File: config.mk
export PLATFORM = sky130hd
export DESIGN_NAME = film_scratch_overlay_flat
export DESIGN_NICKNAME = d
export VERILOG_FILES = /design/src/rtl/film_pkg.sv /design/src/rtl/film_scratch_overlay_if.sv /design/src/rtl/scratch_slot.sv /design/src/rtl/film_scratch_overlay.sv /design/src/flat_wrapper.sv
export SDC_FILE = /design/constraint.sdc
export NUM_CORES = 1
export LEC_CHECK = 0
export ABC_AREA = 1
export CORE_UTILIZATION = 40
export CTS_BUF_LIST = sky130_fd_sc_hd__clkbuf_2
export CTS_CLUSTER_SIZE = 20
export DETAILED_ROUTE_END_ITERATION = 8
export GPL_ROUTABILITY_DRIVEN = 1
export PLACE_DENSITY = 0.56
export SYNTH_ARGS = -nofsm -noshare
export SYNTH_HDL_FRONTEND = slang
export SYNTH_SLANG_ARGS = --single-unit
File: constraint.sdc
create_clock -name clk -period 4 [get_ports clk]
set_input_delay 0.8 -clock clk [delete_from_list [all_inputs] [get_ports clk]]
set_output_delay 0.8 -clock clk [all_outputs]
set_load 0.1 [all_outputs]
File: src/rtl/film_pkg.sv
// Shared types and constants for the old-film scratch overlay.
// Slot layout plus the brighten helper used by the blend stage.
package film_pkg;

  localparam int PIX_W       = 24;
  localparam int COORD_W     = 10;
  localparam int NUM_SCRATCH = 2;

  localparam logic [7:0] SCRATCH_WHITE = 8'hFF;

  typedef struct packed {
    logic               active;
    logic [COORD_W-1:0] x;
    logic [3:0]         life;
  } slot_t;

  typedef struct packed {
    logic             valid;
    logic             sof;
    logic             eol;
    logic             hit;
    logic [PIX_W-1:0] data;
  } s1_t;

  function automatic logic [7:0] brighten(input logic [7:0] c);
    logic [8:0] s;
    s = {1'b0, c} + {1'b0, SCRATCH_WHITE};
    return s[8:1];
  endfunction

endpackage

File: src/rtl/film_scratch_overlay_if.sv
// Valid/ready RGB pixel stream with frame and line markers.
// master drives the pixel, slave returns ready.
interface film_scratch_overlay_if;
  import film_pkg::*;

  logic             valid;
  logic             ready;
  logic             sof;
  logic             eol;
  logic [PIX_W-1:0] data;

  modport master (
    output valid, sof, eol, data,
    input  ready
  );

  modport slave (
    input  valid, sof, eol, data,
    output ready
  );

endinterface

File: src/rtl/scratch_slot.sv
// One scratch slot: shadow state updated per frame, live copy
// taken at start of frame, and the column hit test.
module scratch_slot
  import film_pkg::*;
#(
  parameter int H_ACTIVE = 640,
  parameter int LIFE     = 4
) (
  input  logic               clk,
  input  logic               rst,
  input  logic               upd,
  input  logic               drift_up,
  input  logic               spawn,
  input  logic [COORD_W-1:0] spawn_x,
  input  logic               load,
  input  logic [COORD_W-1:0] col,
  output logic               freed,
  output logic               hit
);

  localparam logic [COORD_W-1:0] X_MAX = COORD_W'(H_ACTIVE - 1);

  slot_t shadow_q, shadow_d;
  slot_t live_q, live_d;
  slot_t aged;

  always_comb begin
    aged = shadow_q;
    if (shadow_q.active) begin
      aged.life = shadow_q.life - 4'd1;
      if (aged.life == 4'd0) begin
        aged.active = 1'b0;
      end else if (drift_up) begin
        if (shadow_q.x != X_MAX) aged.x = shadow_q.x + 1'b1;
      end else begin
        if (shadow_q.x != '0) aged.x = shadow_q.x - 1'b1;
      end
    end
  end

  // freed already reflects an expiry on this update, so the
  // arbiter can hand the slot straight to a new scratch.
  assign freed = !aged.active;

  always_comb begin
    shadow_d = shadow_q;
    live_d   = live_q;
    if (upd) begin
      if (spawn) begin
        shadow_d = slot_t'{
          active: 1'b1,
          x:      spawn_x,
          life:   4'(LIFE)
        };
      end else begin
        shadow_d = aged;
      end
    end
    if (load) live_d = shadow_q;
  end

  always_comb begin
    hit = 1'b0;
    if (load) begin
      hit = shadow_q.active && (shadow_q.x == col);
    end else begin
      hit = live_q.active && (live_q.x == col);
    end
  end

  always_ff @(posedge clk) begin
    if (rst) begin
      shadow_q <= '0;
      live_q   <= '0;
    end else begin
      shadow_q <= shadow_d;
      live_q   <= live_d;
    end
  end

endmodule

File: src/rtl/film_scratch_overlay.sv
// Blends up to two drifting vertical scratches into a pixel
// stream through a two-stage valid/ready pipeline.
module film_scratch_overlay
  import film_pkg::*;
#(
  parameter int         H_ACTIVE   = 640,
  parameter int         LIFE       = 4,
  parameter logic [1:0] SPAWN_MASK = 2'b11
) (
  input  logic                   clk,
  input  logic                   rst,
  input  logic                   frame,
  input  logic [COORD_W-1:0]     rand_i,
  film_scratch_overlay_if.slave  in_if,
  film_scratch_overlay_if.master out_if
);

  localparam logic [COORD_W-1:0] H_LIM = COORD_W'(H_ACTIVE);
  localparam logic [COORD_W-1:0] WRAP  = COORD_W'(1024 - H_ACTIVE);

  logic frame_d_q, frame_d_d;
  logic [COORD_W-1:0] x_cnt_q, x_cnt_d;
  s1_t s1_q, s1_d;
  logic out_valid_q, out_valid_d;
  logic out_sof_q, out_sof_d;
  logic out_eol_q, out_eol_d;
  logic [PIX_W-1:0] out_data_q, out_data_d;

  logic adv;
  logic acc;
  logic load;
  logic hit;
  logic spawn_ok;
  logic taken;
  logic [COORD_W-1:0] col;
  logic [COORD_W-1:0] spawn_x;
  logic [NUM_SCRATCH-1:0] freed;
  logic [NUM_SCRATCH-1:0] grant;
  logic [NUM_SCRATCH-1:0] hits;

  assign adv  = out_if.ready || !out_valid_q;
  assign acc  = in_if.valid && adv;
  assign load = acc && in_if.sof;
  assign col  = in_if.sof ? '0 : x_cnt_q;
  assign hit  = |hits;

  assign spawn_x  = (rand_i < H_LIM) ? rand_i : rand_i - WRAP;
  assign spawn_ok = frame_d_q && ((rand_i[1:0] & SPAWN_MASK) == 2'b00);

  always_comb begin
    grant = '0;
    taken = 1'b0;
    for (int i = 0; i < NUM_SCRATCH; i++) begin
      if (spawn_ok && freed[i] && !taken) begin
        grant[i] = 1'b1;
        taken    = 1'b1;
      end
    end
  end

  for (genvar i = 0; i < NUM_SCRATCH; i++) begin : g_slot
    scratch_slot #(
      .H_ACTIVE (H_ACTIVE),
      .LIFE     (LIFE)
    ) u_slot (
      .clk      (clk),
      .rst      (rst),
      .upd      (frame_d_q),
      .drift_up (rand_i[2]),
      .spawn    (grant[i]),
      .spawn_x  (spawn_x),
      .load     (load),
      .col      (col),
      .freed    (freed[i]),
      .hit      (hits[i])
    );
  end

  always_comb begin
    frame_d_d   = frame;
    x_cnt_d     = x_cnt_q;
    s1_d        = s1_q;
    out_valid_d = out_valid_q;
    out_sof_d   = out_sof_q;
    out_eol_d   = out_eol_q;
    out_data_d  = out_data_q;
    if (acc) begin
      if (in_if.eol)        x_cnt_d = '0;
      else if (col == '1)   x_cnt_d = col;
      else                  x_cnt_d = col + 1'b1;
    end
    if (adv) begin
      s1_d = s1_t'{
        valid: in_if.valid,
        sof:   in_if.valid && in_if.sof,
        eol:   in_if.valid && in_if.eol,
        hit:   in_if.valid && hit,
        data:  in_if.data
      };
      out_valid_d = s1_q.valid;
      out_sof_d   = s1_q.sof;
      out_eol_d   = s1_q.eol;
      if (s1_q.hit) begin
        out_data_d = {brighten(s1_q.data[23:16]),
                      brighten(s1_q.data[15:8]),
                      brighten(s1_q.data[7:0])};
      end else begin
        out_data_d = s1_q.data;
      end
    end
  end

  always_ff @(posedge clk) begin
    if (rst) begin
      frame_d_q   <= 1'b0;
      x_cnt_q     <= '0;
      s1_q        <= '0;
      out_valid_q <= 1'b0;
      out_sof_q   <= 1'b0;
      out_eol_q   <= 1'b0;
      out_data_q  <= '0;
    end else begin
      frame_d_q   <= frame_d_d;
      x_cnt_q     <= x_cnt_d;
      s1_q        <= s1_d;
      out_valid_q <= out_valid_d;
      out_sof_q   <= out_sof_d;
      out_eol_q   <= out_eol_d;
      out_data_q  <= out_data_d;
    end
  end

  assign in_if.ready  = adv;
  assign out_if.valid = out_valid_q;
  assign out_if.sof   = out_sof_q;
  assign out_if.eol   = out_eol_q;
  assign out_if.data  = out_data_q;

endmodule

File: src/flat_wrapper.sv
// flat-port wrapper written by rule: the top's interface ports become plain ports
module film_scratch_overlay_flat import film_pkg::*;
#(
  parameter int         H_ACTIVE   = 640,
  parameter int         LIFE       = 4,
  parameter logic [1:0] SPAWN_MASK = 2'b11
)
  (clk, rst, frame, rand_i, in_if_valid, in_if_sof, in_if_eol, in_if_data, in_if_ready, out_if_valid, out_if_sof, out_if_eol, out_if_data, out_if_ready);
  film_scratch_overlay_if in_if_i ();
  film_scratch_overlay_if out_if_i ();
  input  logic clk;
  input  logic rst;
  input  logic frame;
  input  logic [COORD_W-1:0] rand_i;
  input wire logic [$bits(in_if_i.valid)-1:0] in_if_valid;
  input wire logic [$bits(in_if_i.sof)-1:0] in_if_sof;
  input wire logic [$bits(in_if_i.eol)-1:0] in_if_eol;
  input wire logic [$bits(in_if_i.data)-1:0] in_if_data;
  output wire logic [$bits(in_if_i.ready)-1:0] in_if_ready;
  output wire logic [$bits(out_if_i.valid)-1:0] out_if_valid;
  output wire logic [$bits(out_if_i.sof)-1:0] out_if_sof;
  output wire logic [$bits(out_if_i.eol)-1:0] out_if_eol;
  output wire logic [$bits(out_if_i.data)-1:0] out_if_data;
  input wire logic [$bits(out_if_i.ready)-1:0] out_if_ready;
  assign in_if_i.valid = in_if_valid;
  assign in_if_i.sof = in_if_sof;
  assign in_if_i.eol = in_if_eol;
  assign in_if_i.data = in_if_data;
  assign in_if_ready = in_if_i.ready;
  assign out_if_valid = out_if_i.valid;
  assign out_if_sof = out_if_i.sof;
  assign out_if_eol = out_if_i.eol;
  assign out_if_data = out_if_i.data;
  assign out_if_i.ready = out_if_ready;
  film_scratch_overlay #(.H_ACTIVE(H_ACTIVE), .LIFE(LIFE), .SPAWN_MASK(SPAWN_MASK)) u_core (.clk(clk), .rst(rst), .frame(frame), .rand_i(rand_i), .in_if(in_if_i), .out_if(out_if_i));
endmodule
## Word-level counts from Yosys, hierarchy flattened

Cells that the tools add are included.

| storage, ports and cells | value |
|---|---|
| bits in registers | 118 |
| output and inout port bits | 28 |
| logic and storage cells | 99 |

| cells by class | value |
|---|---|
| add/subtract/negate cells | 11 |
| magnitude comparators | 1 |
| equality and inequality tests | 11 |
| muxes and demuxes | 23 |
| reduce and logical (&&, ||, !) cells | 32 |

Operator list:

| kind | count |
|---|---|
| $mux W10 | 12 |
| $mux W15 | 4 |
| $eq A10 B10 Y1 | 4 |
| $add A10 B1 Y10 const B | 3 |
| $add A8 B8 Y9 const B | 3 |
| $mux W24 | 1 |
| $ne A10 B10 Y1 const B | 2 |
| $reduce_bool A10 Y1 | 2 |
| $sub A10 B1 Y10 const B | 2 |
| $logic_and A1 B1 Y1 | 13 |
| $eq A10 B10 Y1 const B | 1 |
| $lt A10 B10 Y1 const B | 1 |
| $reduce_and A5 Y1 | 2 |
| $sub A10 B9 Y10 const B | 1 |
| $logic_not A4 Y1 | 2 |
| $sub A4 B1 Y4 const B | 2 |
| $mux W1 | 6 |
| $ne A3 B1 Y1 const B | 2 |
| $reduce_bool A3 Y1 | 2 |
| $logic_not A1 Y1 | 4 |
| $ne A2 B2 Y1 const B | 2 |
| $reduce_and A2 Y1 | 2 |
| $reduce_bool A2 Y1 | 2 |
| $logic_not A2 Y1 | 1 |
| 2 further kinds | 2 |

## Logic depth before layout (Yosys ltp)

| logic depth | value |
|---|---|
| depth after elaboration | 13 |
| depth in mapped cells | 14 |
| depth with buffers taken out | 13 |

## Modules after synthesis

Synthesis repeated with hierarchy kept, for this count alone.

| second synthesis, totals | value |
|---|---|
| cells, all modules | 1120 |
| area, all modules | 7255.7 sq um |

Modules (own cells, without submodules):

| module | times used | cells each | area an instance (sq um) | seq. area each (sq um) |
|---|---|---|---|---|
| film_scratch_overlay | 1 | 468 | 3246.9 | 1321.3 |
| scratch_slot at u_core.g_slot[0].u_slot | 1 | 326 | 2006.9 | 520.5 |
| scratch_slot at u_core.g_slot[1].u_slot | 1 | 326 | 2001.9 | 520.5 |

## Least setup slack after synthesis

Ideal clock, no wire load.

| timing | value |
|---|---|
| kind | register to output |
| from | register u_core.out_valid_q, in the netlist u_core.out_if.valid |
| to | output in_if_ready |
| arrival | 1.988 ns |
| path slack | 1.212 ns |
| cell stages (with the launch flop) | 3 |
| path through | dfxtp_1 nand2_1 clkbuf_1 |

| between the ends | value |
|---|---|
| word-level cells in the longest chain between the ends | 2 |

RTL lines:

| item | line | source |
|---|---|---|
| start, declared | film_scratch_overlay.sv:24 | `logic out_valid_q, out_valid_d;` |
| start signal, assigned | film_scratch_overlay.sv:126 | `out_valid_q <= out_valid_d;` |
| $logic_not A1 Y1 | film_scratch_overlay.sv:41 | `assign adv = out_if.ready \|\| !out_valid_q;` |
| $logic_or A1 B1 Y1 | film_scratch_overlay.sv:41 |  |
| end, declared | flat_wrapper.sv:19 | `output wire logic [$bits(in_if_i.ready)-1:0] in_if_ready;` |

No other way between the ends.

## Final worst setup path

| timing | value |
|---|---|
| from | register u_core.out_data_q[17], in the netlist u_core.out_if.data[17] |
| to | output out_if_data[17] |

RTL lines:

| item | line | source |
|---|---|---|
| start, declared | film_scratch_overlay.sv:27 | `logic [PIX_W-1:0] out_data_q, out_data_d;` |
| start signal, assigned | film_scratch_overlay.sv:129 | `out_data_q <= out_data_d;` |
| end, declared | flat_wrapper.sv:23 | `output wire logic [$bits(out_if_i.data)-1:0] out_if_data;` |

No word-level cell between the ends.

==> flow_summary.toml <==
[synthesis]
netlist_instances = 1117
ys_seq_area_share_pct = 33.19
yosysTopAreaCell = "dfxtp_1"
synth_warnings = 0
syn_area_mm2 = 0.007117
synth_ff_type = "dfxtp_1"
synth_area_leaders = "dfxtp_1 33%, nand2_1 17%, o21ai_0 7.5%"
synth_adder_area_share_pct = 4.958
synth_top_family_by_area = "simple AND/OR/NAND/NOR gates"
synth_top_area_share_pct = 33.19
avgSynthCellArea_um2 = 6.371
synth_compound_area_share_pct = 17.79
syn_nets = 1185
yosysUniqueCellTypes = 42
synthMuxAreaShare_pct = 0
synth_xor_area_share_pct = 2.092
async_flop_share_pct = 0
synth-edff-count = 0
synthSimpleGateAreaFrac_pct = 32.01
ys_seq_elements = 118

[clock_tree]
post-cts-setup-buffer-count = 0
cts-resized-gates = 0
cts_made_buffers = 17
cts_tree = "built"
cts-htree-levels = 4
clk_latency_ns = 0.70
clk_path_buf_depth = 2
clk_pin_slew_ns = 0.18
cts_root_buf = "clkbuf_2"
postCtsHoldBufs = 0
clock-sinks = 118

[timing]
tns_ns = 0
worst_pin_slew_ns = 0.9987
layout_min_cycle_time_ns = 3.023
timing.final.crit_share_pct = 75.59
hold_viol_final = 0
rsz0062_at_grt = "no"
whs_ns = 0.4795
max-slew-margin-rel_pct = 33.21
finalWorstSetupSlack_ns = 0.9765
fmax_ghz = 0.3307
final-setup-viol-count = 0
fin_worst_skew_ns = 0.04099
slew_violations = 0

[worst_setup_path]
worst-setup-path-type = "register to primary output"
max_stage_delay_ns = 1.15
cp_num_cells = 1
r2r.worst_path.cells = 10
crit_chain = "clkdlybuf4s50_1"
worst_path_dominant_cell_family = "buffers and inverters"
cp.arrival_ns = 2.22
startpoint_type = "register"
crit_required_ns = 3.20
crit_slowest_cell = "clkdlybuf4s50_1"
cp_max_fo = 2
cp-end-kind = "primary output"
r2r_slack_ns = 1.70
crit_buf_inv = 1

[global_route]
antenna_found_initial = 1
grt_pass1_vias = 6731
track_usage_pct = 22.96
grt_max_degree = 51
grt_overflow = 0
grt_pass1_wl_um = 32930

[run_status]
status = "complete, no violations"

[route]
vias = 7079
drt-initial-drc-count = 408
avgRoutedWirePerCell_um = 14.12
drtAntennaViolNets = 0
drt-total-wl_um = 19960
drt_first_pass_iters = 5
vias_per_cell = 5.010
drc_errors = 0

[power]
p_clk_share_pct = 31.9
power_frac_comb_pct = 20.1
seq_power_share_pct = 48.0
p_sw_uw = 912.3
pwr_density_cell_mw_per_mm2 = 325.7
irDropWorstVdd_mv = 0.3077
p_int_mw = 1.765
leakagePower_nw = 3.710
p_total_mw = 2.677
sw_frac_of_total_pct = 34.08

[placement]
routabilityCongestion = 0.8722
port_buffers = 68
dp_slack_ns = 0.7294
dp_hpwl_um = 14580
postPlaceCellArea_mm2 = 0.007951

[die]
core-area_mm2 = 0.01736
die_y_um = 135.4
die_w_um = 135.4
dieArea_mm2 = 0.01833
initial_core_util_pct = 41.00
rows = 48
ios = 69

[finish]
drive_above_1_share_pct = 6.155
syn_to_final_growth_pct = 15.51
fin_nets = 1241
fill_cells = 1852
post-route-cell-area_mm2 = 0.008220

[job]
max_cap_violations = 0

[min_path]
worstHoldPathCells = 2
hp-class = "register to register"
sequential cells by signal, indices dropped and copies added, names as in the netlist:
signal                         flops
u_core.out_if.data                24
u_core.g_slot.u_slot.shadow_q     30
u_core.out_if.sof                  1
u_core.s1_q                       28
u_core.x_cnt_q                    10
u_core.g_slot.u_slot.live_q       22
u_core.frame_d_q                   1
u_core.out_if.valid                1
u_core.out_if.eol                  1
layer usage:
layer | vias to the layer above | global-route usage (%) | routed length, um | share of wire (%)
met5 | - | 0 | 0 | 0
met4 | 0 | 5.805 | 219 | 1.1
met3 | 15 | 4.639 | 693 | 3.5
met2 | 125 | 38.01 | 9293 | 47
met1 | 3216 | 30.34 | 9749 | 49
li1 | 3723 | - | - | -
cells in the mapped netlist, types with 2 or more instances:
master and number:
nor3_2 2, nor3_1 10, nand3_1 50, nand2_4 3
nor2_4 2, o22ai_1 10, o21ai_0 107, nand3_2 2
inv_1 123, clkbuf_1 26, ha_1 25, o21bai_1 5
a31oi_1 8, nand3b_1 8, buf_4 3, clkbuf_8 2
o21ai_1 5, nor2_2 2, nand4_1 11, buf_6 4
xnor2_1 4, buf_1 4, nand2_2 9, nor2_1 127
inv_2 8, nand2_1 314, xor2_1 13, fa_1 2
dfxtp_1 118, a21oi_1 98
layout make-up:
| type | count | area [um^2] | share of cell area [%] |
|---|---|---|---|
| clock buffers | 17 | 85.08 | 1.035 |
| multi-input cells | 827 | 4054 | 49.32 |
| flip-flops and latches | 118 | 2362 | 28.74 |
| well taps | 225 | 281.5 | 3.425 |
| inverters | 132 | 495.5 | 6.027 |
| repair buffers | 77 | 758.2 | 9.224 |
| diodes | 2 | 5.005 | 0.06088 |
| clock inverters | 15 | 178.9 | 2.177 |
worst paths after layout:
kind	start	end
hold / removal	u_core.s1_q[25]	u_core.s1_q[25]
setup reg to reg	u_core.x_cnt_q[1]	u_core.x_cnt_q[8]
setup / recovery	u_core.out_if.data[17]	out_if_data[17]
hold reg to reg	u_core.s1_q[25]	u_core.s1_q[25]
per-stage QoR:
step,utilization (%),instances
after floorplan,-,1117
after global placement,45.81,1379
after detailed placement,45.81,1379
after CTS,47.33,1411
after global routing,47.36,1413
final,47.36,1413
cell families after synthesis:
group                      after synthesis
AOI/OAI and AO/OA                      240
adders and majority gates               27
buffers and inverters                  172
DFF                                    118
xor gates and xnor gates                17
and+or+nand+nor                        543
placed cells by master (no fill, tap or decap), drive strengths merged, types with 2 or more instances in the layout:
cell and n:
a21boi 2, a21oi 99, a31oi 8, buf 10
bufinv 3, clkbuf 17, clkdlybuf4s50 67, clkinv 8
clkinvlp 2, dfxtp 118, diode 2, fa 2
ha 25, inv 134, nand2 326, nand3 52
nand3b 8, nand4 11, nor2 131, nor3 13
o21ai 112, o21bai 5, o22ai 10, xnor2 4
xor2 13
power groups by stage:
| stage | clock [mW] | combinational (mW) | sequential [mW] |
|---|---|---|---|
| 2_1_floorplan | 0 | 0.267 | 1.42 |
| 3_3_place_gp | 0 | 0.536 | 1.31 |
| 3_5_place_dp | 0 | 0.537 | 1.31 |
| 4_1_cts | 0.879 | 0.541 | 1.28 |
| 5_1_grt | 0.931 | 0.594 | 1.29 |
| 6_report | 0.854 | 0.538 | 1.28 |
No activity file was read; power rests on OpenSTA's default activity.
